--- src/rtl/sys_bus_lrs_scheduler.sv ---
`default_nettype none
// ============================================================================
// Module  : sys_bus_lrs_scheduler
// Desc    : Least-recently-served arbiter for the shared L1<->L2 system bus,
//           sequencing snoop and L2 sub-grants inside each ownership window.
//           Optional watchdog is built when SYS_BUS_ARB_WDT_EN is defined.
// Rev     : 1.0  initial release
// ============================================================================
module sys_bus_lrs_scheduler #(
  parameter int NUM_CORES   = 4,
  parameter int TIMEOUT_CYC = 90,
  parameter int CNT_WID     = 8
) (
  input  logic                 clk,
  input  logic                 rst_n,
  input  logic [NUM_CORES-1:0] bus_lv1_lv2_req_proc,
  output logic [NUM_CORES-1:0] bus_lv1_lv2_gnt_proc,
  input  logic [NUM_CORES-1:0] bus_lv1_lv2_req_snoop,
  output logic [NUM_CORES-1:0] bus_lv1_lv2_gnt_snoop,
  input  logic                 bus_lv1_lv2_req_lv2,
  output logic                 bus_lv1_lv2_gnt_lv2,
  output logic [1:0]           owner_id,
  output logic                 timeout_err,
  output logic [1:0]           timeout_core
);

  typedef enum logic [2:0] {
    S_IDLE    = 3'd0,
    S_OWN     = 3'd1,
    S_SNOOP   = 3'd2,
    S_LV2     = 3'd3,
    S_RELEASE = 3'd4
  } state_t;

  state_t                 state, state_nxt;
  logic [NUM_CORES-1:0]   gnt_proc_nxt, gnt_snoop_nxt;
  logic                   gnt_lv2_nxt;
  logic [1:0]             owner_nxt, snoop_id, snoop_id_nxt;
  logic [1:0]             lrs_q     [NUM_CORES];
  logic [1:0]             lrs_q_nxt [NUM_CORES];
  logic [1:0]             lrs_rot   [NUM_CORES];
  logic [1:0]             rel_pos;
  logic [NUM_CORES-1:0]   snoop_cand;
  logic                   proc_hit, snoop_hit;
  logic [1:0]             proc_pick, snoop_pick;

  // The owner's own snoop request never competes for a snoop grant.
  assign snoop_cand = bus_lv1_lv2_req_snoop & ~(NUM_CORES'(1) << owner_id);

  // Scan the LRS queue from the tail so the head-most match wins.
  always_comb begin
    proc_hit   = 1'b0;
    proc_pick  = '0;
    snoop_hit  = 1'b0;
    snoop_pick = '0;
    for (int i = NUM_CORES-1; i >= 0; i--) begin
      if (bus_lv1_lv2_req_proc[lrs_q[i]]) begin
        proc_hit  = 1'b1;
        proc_pick = lrs_q[i];
      end
      if (snoop_cand[lrs_q[i]]) begin
        snoop_hit  = 1'b1;
        snoop_pick = lrs_q[i];
      end
    end
  end

  always_comb begin
    rel_pos = '0;
    for (int i = 0; i < NUM_CORES; i++) begin
      if (lrs_q[i] == owner_id) rel_pos = 2'(i);
    end
    for (int i = 0; i < NUM_CORES-1; i++) begin
      lrs_rot[i] = (2'(i) >= rel_pos) ? lrs_q[i+1] : lrs_q[i];
    end
    lrs_rot[NUM_CORES-1] = owner_id;
  end

  always_comb begin
    state_nxt     = state;
    gnt_proc_nxt  = bus_lv1_lv2_gnt_proc;
    gnt_snoop_nxt = bus_lv1_lv2_gnt_snoop;
    gnt_lv2_nxt   = bus_lv1_lv2_gnt_lv2;
    owner_nxt     = owner_id;
    snoop_id_nxt  = snoop_id;
    lrs_q_nxt     = lrs_q;
    case (state)
      S_IDLE: begin
        if (proc_hit) begin
          gnt_proc_nxt = NUM_CORES'(1) << proc_pick;
          owner_nxt    = proc_pick;
          state_nxt    = S_OWN;
        end
      end
      S_OWN: begin
        if (!bus_lv1_lv2_req_proc[owner_id]) begin
          gnt_proc_nxt = '0;
          state_nxt    = S_RELEASE;
        end else if (snoop_hit) begin
          gnt_snoop_nxt = NUM_CORES'(1) << snoop_pick;
          snoop_id_nxt  = snoop_pick;
          state_nxt     = S_SNOOP;
        end else if (bus_lv1_lv2_req_lv2) begin
          gnt_lv2_nxt = 1'b1;
          state_nxt   = S_LV2;
        end
      end
      S_SNOOP: begin
        if (!bus_lv1_lv2_req_snoop[snoop_id]) begin
          gnt_snoop_nxt = '0;
          state_nxt     = S_OWN;
        end
      end
      S_LV2: begin
        if (!bus_lv1_lv2_req_lv2) begin
          gnt_lv2_nxt = 1'b0;
          state_nxt   = S_OWN;
        end
      end
      S_RELEASE: begin
        lrs_q_nxt = lrs_rot;
        state_nxt = S_IDLE;
      end
      default: state_nxt = S_IDLE;
    endcase
  end

  always_ff @(posedge clk or negedge rst_n) begin
    if (!rst_n) begin
      state                 <= S_IDLE;
      bus_lv1_lv2_gnt_proc  <= '0;
      bus_lv1_lv2_gnt_snoop <= '0;
      bus_lv1_lv2_gnt_lv2   <= 1'b0;
      owner_id              <= '0;
      snoop_id              <= '0;
      for (int i = 0; i < NUM_CORES; i++) lrs_q[i] <= 2'(i);
    end else begin
      state                 <= state_nxt;
      bus_lv1_lv2_gnt_proc  <= gnt_proc_nxt;
      bus_lv1_lv2_gnt_snoop <= gnt_snoop_nxt;
      bus_lv1_lv2_gnt_lv2   <= gnt_lv2_nxt;
      owner_id              <= owner_nxt;
      snoop_id              <= snoop_id_nxt;
      lrs_q                 <= lrs_q_nxt;
    end
  end

`ifdef SYS_BUS_ARB_WDT_EN
  logic [CNT_WID-1:0] wdt_cnt;

  // Count restarts with each new ownership; the flag is diagnostic, grants are untouched.
  always_ff @(posedge clk or negedge rst_n) begin
    if (!rst_n) begin
      wdt_cnt      <= '0;
      timeout_err  <= 1'b0;
      timeout_core <= '0;
    end else begin
      if (state == S_IDLE && state_nxt == S_OWN) begin
        wdt_cnt <= '0;
      end else if (|bus_lv1_lv2_gnt_proc && wdt_cnt != '1) begin
        wdt_cnt <= wdt_cnt + 1'b1;
      end
      if (|bus_lv1_lv2_gnt_proc && !timeout_err && wdt_cnt == CNT_WID'(TIMEOUT_CYC - 1)) begin
        timeout_err  <= 1'b1;
        timeout_core <= owner_id;
      end
    end
  end
`else
  assign timeout_err  = 1'b0;
  assign timeout_core = '0;
`endif

endmodule
`default_nettype wire

--- config.mk ---
export PLATFORM = sky130hd
export DESIGN_NAME = sys_bus_lrs_scheduler
export DESIGN_NICKNAME = d
export VERILOG_FILES = /design/src/rtl/sys_bus_lrs_scheduler.sv
export SDC_FILE = /design/constraint.sdc
export NUM_CORES = 1
export LEC_CHECK = 0
export ABC_AREA = 1
export CORE_MARGIN = 4
export CORE_UTILIZATION = 38
export CTS_CLUSTER_DIAMETER = 120
export DETAILED_ROUTE_END_ITERATION = 12
export HOLD_SLACK_MARGIN = 0.05
export MAX_ROUTING_LAYER = met4
export SLEW_MARGIN = 20
export SYNTH_ARGS = -nofsm -noshare
export SYNTH_HDL_FRONTEND = slang
export SYNTH_SLANG_ARGS = --single-unit
--- constraint.sdc ---
create_clock -name clk -period 2 [get_ports clk]
set_input_delay 0.4 -clock clk [delete_from_list [all_inputs] [get_ports clk]]
set_output_delay 0.4 -clock clk [all_outputs]
set_load 0.02 [all_outputs]
==> results of run 1 <==
==> synthesized netlist by cell type <==
library cell | count | share of area
a21oi_2 | 1 | 0.0051
o22ai_1 | 1 | 0.0036
nand3_1 | 23 | 0.066
inv_1 | 26 | 0.056
xnor2_1 | 1 | 0.0051
o31ai_1 | 2 | 0.0087
clkbuf_2 | 1 | 0.0029
nor2_1 | 18 | 0.039
nand3_2 | 3 | 0.017
buf_2 | 2 | 0.0058
o21ai_1 | 5 | 0.014
nor3_1 | 2 | 0.0058
buf_4 | 3 | 0.013
o41ai_2 | 1 | 0.0094
nand4_1 | 2 | 0.0072
a21oi_1 | 8 | 0.023
o211ai_1 | 4 | 0.017
nand2_2 | 7 | 0.025
conb_1 | 1 | 0.0022
nor2_2 | 3 | 0.011
a31oi_4 | 1 | 0.012
dfrtp_1 | 20 | 0.29
nand3b_1 | 1 | 0.0043
nand2_1 | 98 | 0.21
inv_2 | 5 | 0.011
nor3_2 | 1 | 0.0058
o21ai_0 | 16 | 0.046
nand2_4 | 2 | 0.013
dfstp_2 | 4 | 0.061
buf_6 | 1 | 0.0065
==> where the power goes <==
| group | total, mW | switching, mW | internal [mW] |
|---|---|---|---|
| sequential | 0.935 | 0.234 | 0.702 |
| combinational | 1.95 | 1.23 | 0.720 |
| clock | 0.433 | 0.165 | 0.268 |
==> path summary, 6_finish.rpt <==
check                                        start                      end  slack (ns)  cells after the start
max                                    owner_id[1]              owner_id[1]        0.16                      1
min                                          rst_n  bus_lv1_lv2_gnt_proc[0]        0.48                      2
max reg2reg                            owner_id[0]                 state[0]        0.23                     11
min reg2reg                bus_lv1_lv2_gnt_proc[1]  bus_lv1_lv2_gnt_proc[1]        0.49                      2
max in group asynchronous                    rst_n                 lrs_q[4]        1.23                      2
min in group clk           bus_lv1_lv2_gnt_proc[1]  bus_lv1_lv2_gnt_proc[1]        0.49                      2
==> per-stage QoR <==
stage	TNS (ns)	std cells
finish	0	344
global route	0	344
CTS	0	344
detailed placement	-0.465	340
global placement	-0.471	340
floorplan	0	265
==> worst register-to-register path, cell delays in order (launching register included) <==
cell     delay (ns)
dfrtp_1        0.48
inv_2          0.15
nand2_1        0.11
nand2_1        0.16
nand2_1        0.08
nand3_2        0.08
nand2_2        0.08
nor2_2         0.16
nand2_4        0.09
o21ai_1        0.14
nand2_1        0.06
o21ai_1        0.12
==> area by class of cell <==
| type | count | area (um2) |
|---|---|---|
| Timing Repair Buffer | 30 | 278 |
| Sequential cell | 24 | 606 |
| Clock inverter | 1 | 30.0 |
| Multi-Input combinational cell | 203 | 968 |
| Fill cell | 439 | 2280 |
| Clock buffer | 3 | 41.3 |
| Inverter | 31 | 116 |
| Tap cell | 52 | 65.1 |
==> state kept, by name, indices dropped and copies added (netlist names) <==
name and count:
bus_lv1_lv2_gnt_lv2 1, bus_lv1_lv2_gnt_proc 4, bus_lv1_lv2_gnt_snoop 4, lrs_q 8, owner_id 2, snoop_id 2, state 3
==> logic make-up (layout without fill, tap and decap cells) <==
kind of cell / after synthesis / count (layout) / share of synthesized area
simple gates: 160 / 160 / 0.408
compound gates: 39 / 39 / 0.140
other cells: 1 / 3 / 0.00217
xor+xnor: 1 / 1 / 0.00506
flops: 24 / 24 / 0.350
buf+inv: 38 / 65 / 0.0954
==> routing by layer <==
layer  routed length, um  vias to the layer above  track usage
li1                    -                      895            -
met4                  70                        0       0.0505
met3                 185                        8       0.0237
met2                2080                       42        0.274
met5                   0                        -            -
met1                2140                      809        0.241
==> results.sh, run 1 <==
export IMPL_vias=1754
export IMPL_cts_hold_fix_buffers=0
export IMPL_cpMaxStageDelayCell="clkdlybuf4s50_1"
export IMPL_globalplace_congestion=0.857
export IMPL_startpoint_type="register"
export IMPL_place_area_mm2=0.00203
export IMPL_drv_slew=0
export IMPL_diodes=0
export IMPL_cts_tree="done"
export IMPL_irDropWorstVdd_v=0.000748
export IMPL_post_drt_wl_per_cell_um=13.0
export IMPL_syn_area_mm2=0.00173
export IMPL_rsz0062_at_grt="no"
export IMPL_place_hpwl_mm=3.50
export IMPL_grt_pass1_vias=1645
export IMPL_worstHoldPathType="input port to asynchronous set/reset pin"
export IMPL_drt_initial_drc_count=151
export IMPL_worstSkewPairLatency_ns=0.27
export IMPL_dr_pass1_iters=5
export IMPL_dieHeight_um=75.5
export IMPL_design_area_mm2=0.00210
export IMPL_antenna_found_initial=0
export IMPL_maxCapViolCount=0
export IMPL_worst_path_buf_inv=1
export IMPL_slowest_delay_ns=0.66
export IMPL_drtAntennaViolNets=0
export IMPL_initial_core_util=0.395
export IMPL_layout_nets=304
export IMPL_crit_fanout=8
export IMPL_crit_arrival_ns=1.44
export IMPL_fp_coreArea_mm2=0.00438
export IMPL_run_status="finished, final reports clean"
export IMPL_cp_cell_sequence="clkdlybuf4s50_1"
export IMPL_grt_start_max_net_pins=25
export IMPL_critPathTopFamily="buffers and inverters"
export IMPL_final_common_cell="nand2_1"
export IMPL_final_period_utilization=0.919
export IMPL_fin_worst_skew_ns=0.00665
export IMPL_cts_sinks=24
export IMPL_layout_common_cells="98 x nand2_1, 26 x inv_1, 23 x nand3_1"
export IMPL_p_leak_nw=1.03
export IMPL_hold_viol=0
export IMPL_die_area_mm2=0.00570
export IMPL_timing_fmax_mhz=544
export IMPL_postCtsSetupBuffers=0
export IMPL_min_period_ns=1.84
export IMPL_synth_cell_types=30
export IMPL_clockBufferDepth=2
export IMPL_p_total_mw=3.32
export IMPL_syn_area_per_cell_um2=6.58
export IMPL_grt_pass1_wl_mm=7.52
export IMPL_routed_via_density=5.10
export IMPL_drcViolationCount=0
export IMPL_ys_seq_elements=24
export IMPL_post_cts_resized=0
export IMPL_num_rows=24
export IMPL_synth_cells=263
export IMPL_grt_ovfl_total=0
export IMPL_ys_warn_count=0
export IMPL_fin_util=0.480
export IMPL_setup_violations=0
export IMPL_preCtsSetupSlack_ns=-0.0984
export IMPL_track_usage=0.177
export IMPL_portBuffers=21
export IMPL_crit_path_end_kind="output pin"
export IMPL_area_delta_synth_final_pct=21.5
export IMPL_io_pins=25
export IMPL_drive_gt1_frac=0.140
export IMPL_path_class="register to output pin"
export IMPL_htreeDepth=1
export IMPL_fin_hold_ws_ns=0.479
export IMPL_cts_clk_slew_worst_paths_ns=0.09
export IMPL_drt_wl_total_mm=4.47
export IMPL_fp_dieW_um=75.5
export IMPL_cts_buffers=3
export IMPL_seq_area_frac_synth=0.350
export IMPL_p_per_area_mw_per_mm2=1580
export IMPL_crit_required_ns=1.60
export IMPL_cts_root_buffer="clkbuf_8"
export IMPL_fin_ws_ns=0.163
(Power assumes the default switching activity.)
==> run 2, diff against run 1 <==
SLEW_MARGIN = unset   (was 20)
==> results of run 2 <==
The final DEF is identical to that of run 1; final timing and power are the same.
